### src/rtl/softmax_pkg.sv
// Shared definitions for the softmax normalizer.
// Holds the exp-code field widths, the normalizer FSM state type and the helper that turns an
// exp code {pos, mant} into its 32-bit linear value.
package softmax_pkg;

  localparam int unsigned EXP_W   = 21;
  localparam int unsigned MANT_W  = 16;
  localparam int unsigned POS_W   = 5;
  localparam int unsigned POS_MAX = 16;
  localparam int unsigned PROB_W  = 16;
  localparam int unsigned LIN_W   = 32;

  typedef enum logic [1:0] {
    ACCUM,
    DIVIDE,
    OUTPUT
  } norm_state_t;

  // Shift counts above POS_MAX clamp so the mantissa never leaves the 32-bit linear word.
  function automatic logic [LIN_W-1:0] exp_to_lin(input logic [POS_W-1:0]  pos,
                                                  input logic [MANT_W-1:0] mant);
    logic [POS_W-1:0] posc;
    posc = (pos > POS_W'(POS_MAX)) ? POS_W'(POS_MAX) : pos;
    return LIN_W'(mant) << posc;
  endfunction

endpackage

### src/rtl/softmax_div_serial.sv
// Restoring serial divider producing QUOT_W quotient bits of (num_i << (QUOT_W-1)) / den_i.
// Ports:
//   clk_i, rst_ni : clock, asynchronous active-low reset
//   start_i       : load operands and perform the first step (ignored while busy)
//   num_i, den_i  : numerator (pre-shift) and divisor, ACC_W bits each
//   busy_o        : division in progress (stays high through the done cycle)
//   done_o        : quot_o holds the final quotient this cycle
//   quot_o        : registered quotient
// Precondition: num_i <= den_i, so the quotient fits QUOT_W bits and the initial partial
// remainder (num_i >> 1) is already below the divisor.
module softmax_div_serial #(
  parameter int unsigned ACC_W  = 35,
  parameter int unsigned QUOT_W = 17
) (
  input  logic              clk_i,
  input  logic              rst_ni,
  input  logic              start_i,
  input  logic [ACC_W-1:0]  num_i,
  input  logic [ACC_W-1:0]  den_i,
  output logic              busy_o,
  output logic              done_o,
  output logic [QUOT_W-1:0] quot_o
);

  localparam int unsigned CNT_W = $clog2(QUOT_W + 1);

  logic [ACC_W-1:0]  rem_q, rem_d;
  logic [ACC_W-1:0]  den_q, den_d;
  logic [QUOT_W-1:0] quot_q, quot_d;
  logic [CNT_W-1:0]  cnt_q, cnt_d;
  logic              busy_q, busy_d;

  logic             load;
  logic [ACC_W-1:0] step_rem;
  logic             step_bit;
  logic [ACC_W-1:0] step_den;
  logic [ACC_W:0]   trial;
  logic [ACC_W:0]   diff;
  logic             ge;
  logic [ACC_W-1:0] rem_next;

  always_comb begin
    load     = start_i && !busy_q;
    // The dividend is num << (QUOT_W-1): the first step consumes num[0], all later bits are zero.
    step_rem = load ? (num_i >> 1) : rem_q;
    step_bit = load ? num_i[0] : 1'b0;
    step_den = load ? den_i : den_q;
    trial    = {step_rem, step_bit};
    diff     = trial - {1'b0, step_den};
    ge       = (trial >= {1'b0, step_den});
    rem_next = ge ? diff[ACC_W-1:0] : trial[ACC_W-1:0];
  end

  always_comb begin
    rem_d  = rem_q;
    den_d  = den_q;
    quot_d = quot_q;
    cnt_d  = cnt_q;
    busy_d = busy_q;
    if (load) begin
      rem_d  = rem_next;
      den_d  = den_i;
      quot_d = {{(QUOT_W-1){1'b0}}, ge};
      cnt_d  = CNT_W'(QUOT_W - 1);
      busy_d = 1'b1;
    end else if (busy_q) begin
      if (cnt_q == '0) begin
        busy_d = 1'b0;
      end else begin
        rem_d  = rem_next;
        quot_d = {quot_q[QUOT_W-2:0], ge};
        cnt_d  = cnt_q - CNT_W'(1);
      end
    end
  end

  always_ff @(posedge clk_i or negedge rst_ni) begin
    if (!rst_ni) begin
      rem_q  <= '0;
      den_q  <= '0;
      quot_q <= '0;
      cnt_q  <= '0;
      busy_q <= 1'b0;
    end else begin
      rem_q  <= rem_d;
      den_q  <= den_d;
      quot_q <= quot_d;
      cnt_q  <= cnt_d;
      busy_q <= busy_d;
    end
  end

  assign busy_o = busy_q;
  assign done_o = busy_q && (cnt_q == '0);
  assign quot_o = quot_q;

endmodule

### src/rtl/softmax_normalizer.sv
// Softmax normalizer: buffers one vector of exp codes, accumulates their linear sum, then emits
// exp_i/sum for each element as a saturated Q0.16 fraction, in input order.
// Ports:
//   clk, rst_n          : clock, asynchronous active-low reset
//   in_valid/in_ready   : input handshake; in_exp = {pos[4:0], mant[15:0]}, in_last ends vector
//   out_valid/out_ready : output handshake; out_prob Q0.16, out_last marks the final element
module softmax_normalizer
  import softmax_pkg::*;
#(
  parameter int unsigned VEC_LEN = 8
) (
  input  logic              clk,
  input  logic              rst_n,
  input  logic              in_valid,
  output logic              in_ready,
  input  logic [EXP_W-1:0]  in_exp,
  input  logic              in_last,
  output logic              out_valid,
  input  logic              out_ready,
  output logic [PROB_W-1:0] out_prob,
  output logic              out_last
);

  localparam int unsigned DIV_CYC = 17;
  localparam int unsigned IDX_W   = $clog2(VEC_LEN);
  localparam int unsigned CNT_W   = IDX_W + 1;
  localparam int unsigned ACC_W   = LIN_W + IDX_W;

  norm_state_t       state_q, state_d;
  logic [CNT_W-1:0]  count_q, count_d;
  logic [IDX_W-1:0]  idx_q, idx_d;
  logic [ACC_W-1:0]  sum_q, sum_d;
  logic [LIN_W-1:0]  buf_q [VEC_LEN];
  logic [LIN_W-1:0]  buf_d [VEC_LEN];
  logic              in_ready_q, in_ready_d;
  logic              out_valid_q, out_valid_d;
  logic [PROB_W-1:0] out_prob_q, out_prob_d;
  logic              out_last_q, out_last_d;

  logic [LIN_W-1:0]   lin;
  logic               div_start;
  logic               div_busy;
  logic               div_done;
  logic [DIV_CYC-1:0] div_quot;

  softmax_div_serial #(
    .ACC_W  (ACC_W),
    .QUOT_W (DIV_CYC)
  ) u_div (
    .clk_i   (clk),
    .rst_ni  (rst_n),
    .start_i (div_start),
    .num_i   (ACC_W'(buf_q[idx_q])),
    .den_i   (sum_q),
    .busy_o  (div_busy),
    .done_o  (div_done),
    .quot_o  (div_quot)
  );

  // State register
  always_ff @(posedge clk or negedge rst_n) begin
    if (!rst_n) begin
      state_q <= ACCUM;
    end else begin
      state_q <= state_d;
    end
  end

  // Next-state logic
  always_comb begin
    state_d = state_q;
    unique case (state_q)
      ACCUM: begin
        if (in_valid && in_ready_q &&
            (in_last || count_q == CNT_W'(VEC_LEN - 1))) begin
          state_d = DIVIDE;
        end
      end
      DIVIDE: begin
        if (div_done) state_d = OUTPUT;
      end
      OUTPUT: begin
        if (out_ready) state_d = out_last_q ? ACCUM : DIVIDE;
      end
      default: state_d = ACCUM;
    endcase
  end

  // Datapath and output register updates
  always_comb begin
    count_d     = count_q;
    idx_d       = idx_q;
    sum_d       = sum_q;
    buf_d       = buf_q;
    in_ready_d  = in_ready_q;
    out_valid_d = out_valid_q;
    out_prob_d  = out_prob_q;
    out_last_d  = out_last_q;
    div_start   = 1'b0;
    lin         = exp_to_lin(in_exp[EXP_W-1:MANT_W], in_exp[MANT_W-1:0]);
    unique case (state_q)
      ACCUM: begin
        if (in_valid && in_ready_q) begin
          buf_d[count_q[IDX_W-1:0]] = lin;
          sum_d   = sum_q + ACC_W'(lin);
          count_d = count_q + CNT_W'(1);
          // A full buffer ends the vector even without in_last.
          if (in_last || count_q == CNT_W'(VEC_LEN - 1)) begin
            in_ready_d = 1'b0;
            idx_d      = '0;
          end
        end
      end
      DIVIDE: begin
        div_start = !div_busy;
        if (div_done) begin
          // Zero sum: the divider still runs for timing, its result is discarded.
          if (sum_q == '0) begin
            out_prob_d = '0;
          end else if (div_quot[DIV_CYC-1]) begin
            out_prob_d = '1;
          end else begin
            out_prob_d = div_quot[PROB_W-1:0];
          end
          out_last_d  = ({1'b0, idx_q} == (count_q - CNT_W'(1)));
          out_valid_d = 1'b1;
        end
      end
      OUTPUT: begin
        if (out_ready) begin
          out_valid_d = 1'b0;
          if (out_last_q) begin
            count_d    = '0;
            sum_d      = '0;
            in_ready_d = 1'b1;
          end else begin
            idx_d = idx_q + IDX_W'(1);
          end
        end
      end
      default: ;
    endcase
  end

  always_ff @(posedge clk or negedge rst_n) begin
    if (!rst_n) begin
      count_q     <= '0;
      idx_q       <= '0;
      sum_q       <= '0;
      in_ready_q  <= 1'b1;
      out_valid_q <= 1'b0;
      out_prob_q  <= '0;
      out_last_q  <= 1'b0;
      for (int i = 0; i < int'(VEC_LEN); i++) buf_q[i] <= '0;
    end else begin
      count_q     <= count_d;
      idx_q       <= idx_d;
      sum_q       <= sum_d;
      in_ready_q  <= in_ready_d;
      out_valid_q <= out_valid_d;
      out_prob_q  <= out_prob_d;
      out_last_q  <= out_last_d;
      buf_q       <= buf_d;
    end
  end

  // Outputs
  assign in_ready  = in_ready_q;
  assign out_valid = out_valid_q;
  assign out_prob  = out_prob_q;
  assign out_last  = out_last_q;

endmodule
### config.mk
export PLATFORM = sky130hd
export DESIGN_NAME = softmax_normalizer
export DESIGN_NICKNAME = d
export VERILOG_FILES = /design/src/rtl/softmax_pkg.sv /design/src/rtl/softmax_div_serial.sv /design/src/rtl/softmax_normalizer.sv
export SDC_FILE = /design/constraint.sdc
export NUM_CORES = 1
export LEC_CHECK = 0
export ABC_CLOCK_PERIOD_IN_PS = 5330
export BUFFER_PORTS_ARGS = -buffer_cell sky130_fd_sc_hd__buf_2
export CAP_MARGIN = 40
export CORE_MARGIN = 2
export CORE_UTILIZATION = 59
export CTS_CLUSTER_DIAMETER = 50
export DETAILED_ROUTE_END_ITERATION = 10
export PLACE_DENSITY = 0.76
export SYNTH_ARGS = -nofsm -noshare
export SYNTH_HDL_FRONTEND = slang
export SYNTH_HIERARCHICAL = 1
export SYNTH_SLANG_ARGS = --single-unit
export TNS_END_PERCENT = 5
### constraint.sdc
create_clock -name clk -period 5.33 [get_ports clk]
set_input_delay 0.2665 -clock clk [delete_from_list [all_inputs] [get_ports clk]]
set_output_delay 0.2665 -clock clk [all_outputs]
set_load 0.005 [all_outputs]
==> results.py, run 1 <==
metrics = {
    "job": {
        "cap_violations": 0,
    },
    "clock_network": {
        "htreeDepth": 2,
        "cts-root-buf": "clkbuf_16",
        "cts.path.max_buffers": 3,
        "post_cts_resized": 0,
        "clk_latency_ns": 0.60,
        "cts_inserted_buffers": 48,
        "cts_tree": "done",
        "cts.sink_count": 412,
        "post_cts_buffers": 0,
        "clk_pin_slew_ns": 0.06,
    },
    "setup_path": {
        "crit_start": "idx_q[0]$_DFFE_PN0P_",
        "startpoint_type": "register",
        "reg2reg_from": "idx_q[0]$_DFFE_PN0P_",
        "crit_chain": "buf_12, mux4_2, mux2_2, nand2_1, nand2_1, ha_1, nand4_1, or3_4, a21boi_4, nor4b_4, or2_4, a21oi_2, buf_4, nand2_1, a31oi_1",
        "endpoint": "u_div/rem_q[4]$_DFFE_PN0P_",
        "ff2ff_setup_slack_ns": 0.39,
        "endpoint_kind": "register",
        "arrival_ns": 5.44,
        "crit_fanout": 19,
        "slowest_delay_ns": 0.70,
        "critical_path_class": "register to register",
        "cpMaxStageDelayCell": "dfrtp_4",
        "cp.required_ns": 5.83,
        "crit_top_cell": "nand2_1",
        "rr_worst_depth": 15,
        "r2r_end": "u_div/rem_q[4]$_DFFE_PN0P_",
    },
    "timing": {
        "worst_slew_pin_slew_ns": 0.9253,
        "timing.hold.ws_ns": 0.1434,
        "fmax_mhz": 202.3,
        "finClkSkew_ns": 0.02810,
        "post-route-period-util_pct": 92.75,
        "setup_viol": 0,
        "slew_headroom_pct": 37.90,
        "slew_violations": 0,
        "tns_ns": 0,
        "hold_violations": 0,
        "rsz0062_at_grt": "no",
        "post-route-min-period_ns": 4.944,
    },
    "logic_synthesis": {
        "synthMostInstantiatedCell": "nand2_1",
        "ys_async_sr_fraction_pct": 100.0,
        "synth_top_area_cell": "dfrtp_1",
        "syn_avg_cell_area_sq_um": 9.412,
        "yosys_warnings": 6,
        "synth-main-ff-cell": "dfrtp_1",
        "synth_edf_count": 0,
        "synth_area_leaders": "dfrtp_1 44%, nand2_1 9.0%, mux4_2 6.6%, o21ai_0 5.0%, ha_1 3.9%",
        "ys_top_cells_by_count": "560 x nand2_1, 411 x dfrtp_1, 231 x o21ai_0, 123 x clkbuf_1, 112 x a21oi_1",
        "synthesis.area_sq_um": 23230,
        "synth_cell_types": 89,
        "synth_cells": 2468,
        "yosys.area.top_type_share_pct": 44.27,
        "synth.ff_latch_count": 412,
        "ys_seq_area_share_pct": 44.39,
    },
    "grt": {
        "grt_pass1_vias": 18510,
        "grt_usage_pct": 31.92,
        "antenna_found_initial": 1,
        "grt_overflow": 0,
        "grt_pass1_wl_um": 102900,
        "grt_max_degree": 156,
    },
    "detailed_routing": {
        "ant_nets": 0,
        "drcViolationCount": 0,
        "viasPerCell": 6.280,
        "drt-pass1-iter-count": 5,
        "via_count": 18940,
        "routed_wl_um": 63940,
        "wl_per_cell_um": 21.20,
        "drt_iter0_markers": 1826,
    },
    "final_layout": {
        "drive_above_1_share_pct": 15.22,
        "fin_nets": 2558,
        "fillers": 3045,
        "syn_to_final_growth_pct": 10.69,
        "design_area_sq_um": 25710,
    },
    "die": {
        "io-pin-count": 45,
        "core_sq_um": 38740,
        "dieArea_sq_um": 40980,
        "rows": 72,
        "start_util_pct": 59.97,
        "fp.dieW_um": 202.4,
        "die-height_um": 202.4,
    },
    "power": {
        "ir_worst_vdd_uv": 316.5,
        "p_per_area_nw_per_um2": 425.1,
        "leakage_nw": 12.28,
    },
    "min_path": {
        "min_path_cells": 4,
        "hp-class": "input port to register",
    },
    "place": {
        "gp_congestion": 0.9492,
        "hpwl_um": 43600,
        "place_area_sq_um": 23970,
        "port-buffer-count": 44,
    },
    "outcome": {
        "status": "complete, no violations",
    },
}
[state kept, by name (all words and copies together) (netlist names)]
register,cells
idx_q,3
u_div/den_q,35
state_q,2
out_prob,16
u_div/cnt_q,5
count_q,4
out_valid,1
u_div/rem_q,35
u_div/busy_o,1
out_last,1
in_ready,1
u_div/quot_o,17
sum_q,35
buf_q,256
[through the flow]
stage | setup WS, ns | util [%] | total power, mW | std cells
2_1_floorplan | 0.8718 | - | 6.427 | 2470
3_3_place_gp | 0.5205 | 61.77 | 7.325 | 2920
3_5_place_dp | 0.4199 | 61.88 | 7.396 | 2923
4_1_cts | 0.3625 | 66.35 | 10.94 | 3014
5_1_grt | 0.07915 | 66.37 | 11.54 | 3015
6_report | 0.3864 | 66.38 | 10.93 | 3016
[metal layers]
metal | vias to the layer above | routed length [um] | track usage [%]
met5 | - | 0 | 0
met4 | 0 | 2206 | 12.12
met3 | 131 | 4868 | 4.692
met2 | 773 | 28940 | 48.56
met1 | 9362 | 27930 | 46.64
li1 | 8673 | - | -
[worst min-delay path by stage]
stage	end	startpoint	slack [ns]
finish	state_q[0]$_DFFE_PN0P_	in_last	0.14
global route	buf_q[201]$_DFFE_PN0P_	in_exp[20]	0.16
CTS	buf_q[233]$_DFFE_PN0P_	in_exp[20]	0.11
detailed placement	out_prob[10]$_DFFE_PN0P_	rst_n	0.33
global placement	out_prob[10]$_DFFE_PN0P_	rst_n	0.33
floorplan	buf_q[0]$_DFFE_PN0P_	rst_n	-0.03
[layout by cell type (no fill, tap or decap), types with 18 or more instances in the layout]
master	n
a21oi_1	112
mux2_2	75
nand4_1	18
xnor2_1	35
xor2_1	22
o31ai_1	45
mux2i_1	63
nor2_1	107
o21ai_1	21
dfrtp_1	409
buf_2	43
a21o_1	23
buf_4	43
nand3_1	71
inv_1	81
nor3_1	22
o21ai_0	231
a31oi_1	31
ha_1	72
nor2b_1	18
clkbuf_16	48
mux4_2	68
nand2_1	560
[cell type report]
cell class	count	area, sq um	area share (%)
Clock buffer	59	1303	5.065
Timing Repair Buffer	98	738.2	2.871
Clock inverter	30	409.1	1.591
Sequential cell	412	10320	40.12
Multi-Input combinational cell	1815	11990	46.61
Antenna cell	1	2.502	0.009732
Inverter	83	311.5	1.212
Tap cell	518	648.1	2.521
[cells by family (layout without fill, tap and decap cells)]
family,count (synthesis),count (layout),synth area share [%]
multiplexers,213,213,13.33
AND/OR/NAND/NOR,890,890,16.54
XOR/XNOR,57,57,2.149
AO/OA/AOI/OAI,578,578,15.31
other,1,4,0.01614
buffers and inverters,243,270,4.212
flip-flops,412,412,44.39
adder cells (fa/ha/maj),74,74,4.050
[timing repair]
action / 4_1_cts / 5_1_grt
endpoints found under the setup margin: 0 / 0
hold buffers: 2 / 0
hold endpoints to repair: 83 / 0
[worst max-delay path, delay by kind of cell, from the launching register on]
family	cells	cell delay, ns
buffers and inverters	2	0.56
muxes	2	0.82
and+or+nand+nor	7	1.42
adders and majority gates	1	0.40
AOI/OAI and AO/OA	3	0.94
DFF	1	0.70
[report_power, final]
| part | switching, mW | internal (mW) | leakage, nW |
|---|---|---|---|
| Sequential | 0.214 | 3.37 | 5.61 |
| Clock | 1.41 | 2.11 | 0.846 |
| Combinational | 2.34 | 1.49 | 5.82 |
No activity file was read; power rests on OpenSTA's default activity.
==> inputs of run 2 (changes only) <==
RECOVER_POWER = 50   (was default)
==> results.py, run 2 (synthesized netlist as in run 1, its figures left out) <==
metrics = {
    "clock_network": {
        "post_cts_resized": 0,
        "clk_pin_slew_ns": 0.06,
        "cts_tree": "done",
        "cts.path.max_buffers": 3,
        "cts-root-buf": "clkbuf_16",
        "cts.sink_count": 412,
        "clk_latency_ns": 0.60,
        "cts_inserted_buffers": 48,
        "htreeDepth": 2,
    },
    "detailed_routing": {
        "viasPerCell": 6.291,
        "routed_wl_um": 63860,
        "ant_nets": 0,
        "via_count": 18970,
        "drt-pass1-iter-count": 7,
        "dr_wl_met3_um": 4811,
        "wl_met2_um": 28850,
        "wl_per_cell_um": 21.17,
        "drt_iter0_markers": 1933,
        "drt-met1-wl_um": 27920,
        "drcViolationCount": 0,
        "top_layer": "met4",
    },
    "power": {
        "p_sw_mw": 3.967,
        "leakage_nw": 12.26,
        "ir_worst_vdd_uv": 318.6,
        "clkPwrFrac_pct": 32.2,
        "p_per_area_nw_per_um2": 425.4,
        "power.total_mw": 10.93,
        "p_comb_share_pct": 35.0,
        "power_frac_seq_pct": 32.8,
        "internal_power_mw": 6.966,
        "switching_share_pct": 36.28,
    },
    "grt": {
        "grt_overflow": 0,
        "grt_usage_pct": 31.92,
        "grt_max_degree": 156,
        "antenna_found_initial": 1,
        "grt_pass1_wl_um": 102900,
        "grt_pass1_vias": 18510,
    },
    "final_layout": {
        "top_register": "buf_q",
        "drive_above_1_share_pct": 14.94,
        "mostFrequentLayoutCell": "nand2_1",
        "largest_register_ffs": 256,
        "final_core_util_pct": 66.34,
        "stdcell_count": 3016,
        "design_area_sq_um": 25700,
        "final_cell_mix": "560 x nand2_1, 409 x dfrtp_1, 231 x o21ai_0",
        "fin_nets": 2558,
        "syn_to_final_growth_pct": 10.62,
    },
    "setup_path": {
        "endpoint_kind": "register",
        "cp.required_ns": 5.83,
        "arrival_ns": 5.46,
        "crit_start": "idx_q[0]$_DFFE_PN0P_",
        "crit_fanout": 19,
        "critical_path_class": "register to register",
        "ff2ff_setup_slack_ns": 0.37,
        "startpoint_type": "register",
        "rr_worst_depth": 15,
        "reg2reg_from": "idx_q[0]$_DFFE_PN0P_",
    },
    "place": {
        "place_area_sq_um": 23970,
        "place_ws_ns": 0.4199,
        "port-buffer-count": 44,
        "placed_cells": 2923,
        "gp_congestion": 0.9492,
        "hpwl_um": 43600,
    },
    "timing": {
        "tns_ns": 0,
        "setup_slack_ns": 0.3651,
        "finClkSkew_ns": 0.03022,
        "hold_violations": 0,
        "fmax_mhz": 201.4,
        "slew_headroom_pct": -185.3,
        "slew_violations": 114,
        "worst_slew_pin_slew_ns": 4.279,
        "rsz0062_at_grt": "no",
        "setup_viol": 0,
        "post-route-period-util_pct": 93.15,
        "post-route-min-period_ns": 4.965,
        "timing.hold.ws_ns": 0.1417,
    },
    "die": {
        "fp.dieW_um": 202.4,
        "start_util_pct": 59.97,
        "die-height_um": 202.4,
        "rows": 72,
        "dieArea_sq_um": 40980,
        "core_sq_um": 38740,
        "io-pin-count": 45,
    },
    "outcome": {
        "status": "complete, but fails checks",
        "violations": "max-capacitance violations, max-slew violations",
    },
    "job": {
        "cap_violations": 2,
    },
    "min_path": {
        "min_from": "in_exp[20]",
        "hp-class": "input port to register",
        "min_path_cells": 3,
    },
}
run 2: changes by cell type in the layout (fill, tap and decap cells not counted), sizes merged:
cell	delta
buf	-7
clkbuf	+6
clkdlybuf4s25	+1
run 2: power by group through the flow:
stage / clock [mW] / sequential [mW] / combinational, mW
after floorplan: 0 / 3.52 / 2.91
after global placement: 0 / 3.63 / 3.69
after detailed placement: 0 / 3.64 / 3.76
after CTS: 3.57 / 3.58 / 3.79
after global routing: 3.69 / 3.62 / 4.22
final: 3.52 / 3.58 / 3.83
run 2: final timing paths:
check | endpoint
max reg2reg | u_div/rem_q[23]$_DFFE_PN0P_
min reg2reg | buf_q[75]$_DFFE_PN0P_
max | u_div/rem_q[23]$_DFFE_PN0P_
min | buf_q[233]$_DFFE_PN0P_
min in group asynchronous | out_prob[9]$_DFFE_PN0P_
max in group asynchronous | u_div/rem_q[25]$_DFFE_PN0P_
run 2: repair_timing:
item | 4_1_cts | 5_1_grt
hold endpoints to repair | 83 | 0
setup buffers | 0 | 0
hold buffers | 2 | 0
run 2: layer usage:
layer / global-route usage, % / vias up
met2: 48.56 / 800
met5: 0 / -
met3: 4.692 / 137
met1: 46.64 / 9354
met4: 12.12 / 0
li1: - / 8683
run 2: critical path: stages, from the launching register on:
cell      delay [ns]
dfrtp_4         0.70
buf_12          0.25
mux4_2          0.53
mux2_2          0.30
nand2_1         0.16
nand2_1         0.10
ha_1            0.40
nand4_1         0.23
or3_4           0.48
a21boi_4        0.23
nor4b_4         0.08
or2_4           0.29
a21oi_2         0.55
buf_4           0.31
nand2_1         0.07
a31oi_1         0.18
run 2: final cells by class:
cell class,count,area (sq um)
antenna,1,2.502
tap,518,648.1
multi-input combinational,1815,11990
sequential,412,10320
clock inverter,30,409.1
timing repair buffer,98,721.9
clock buffer,59,1303
inverter,83,311.5
fill,3047,13040
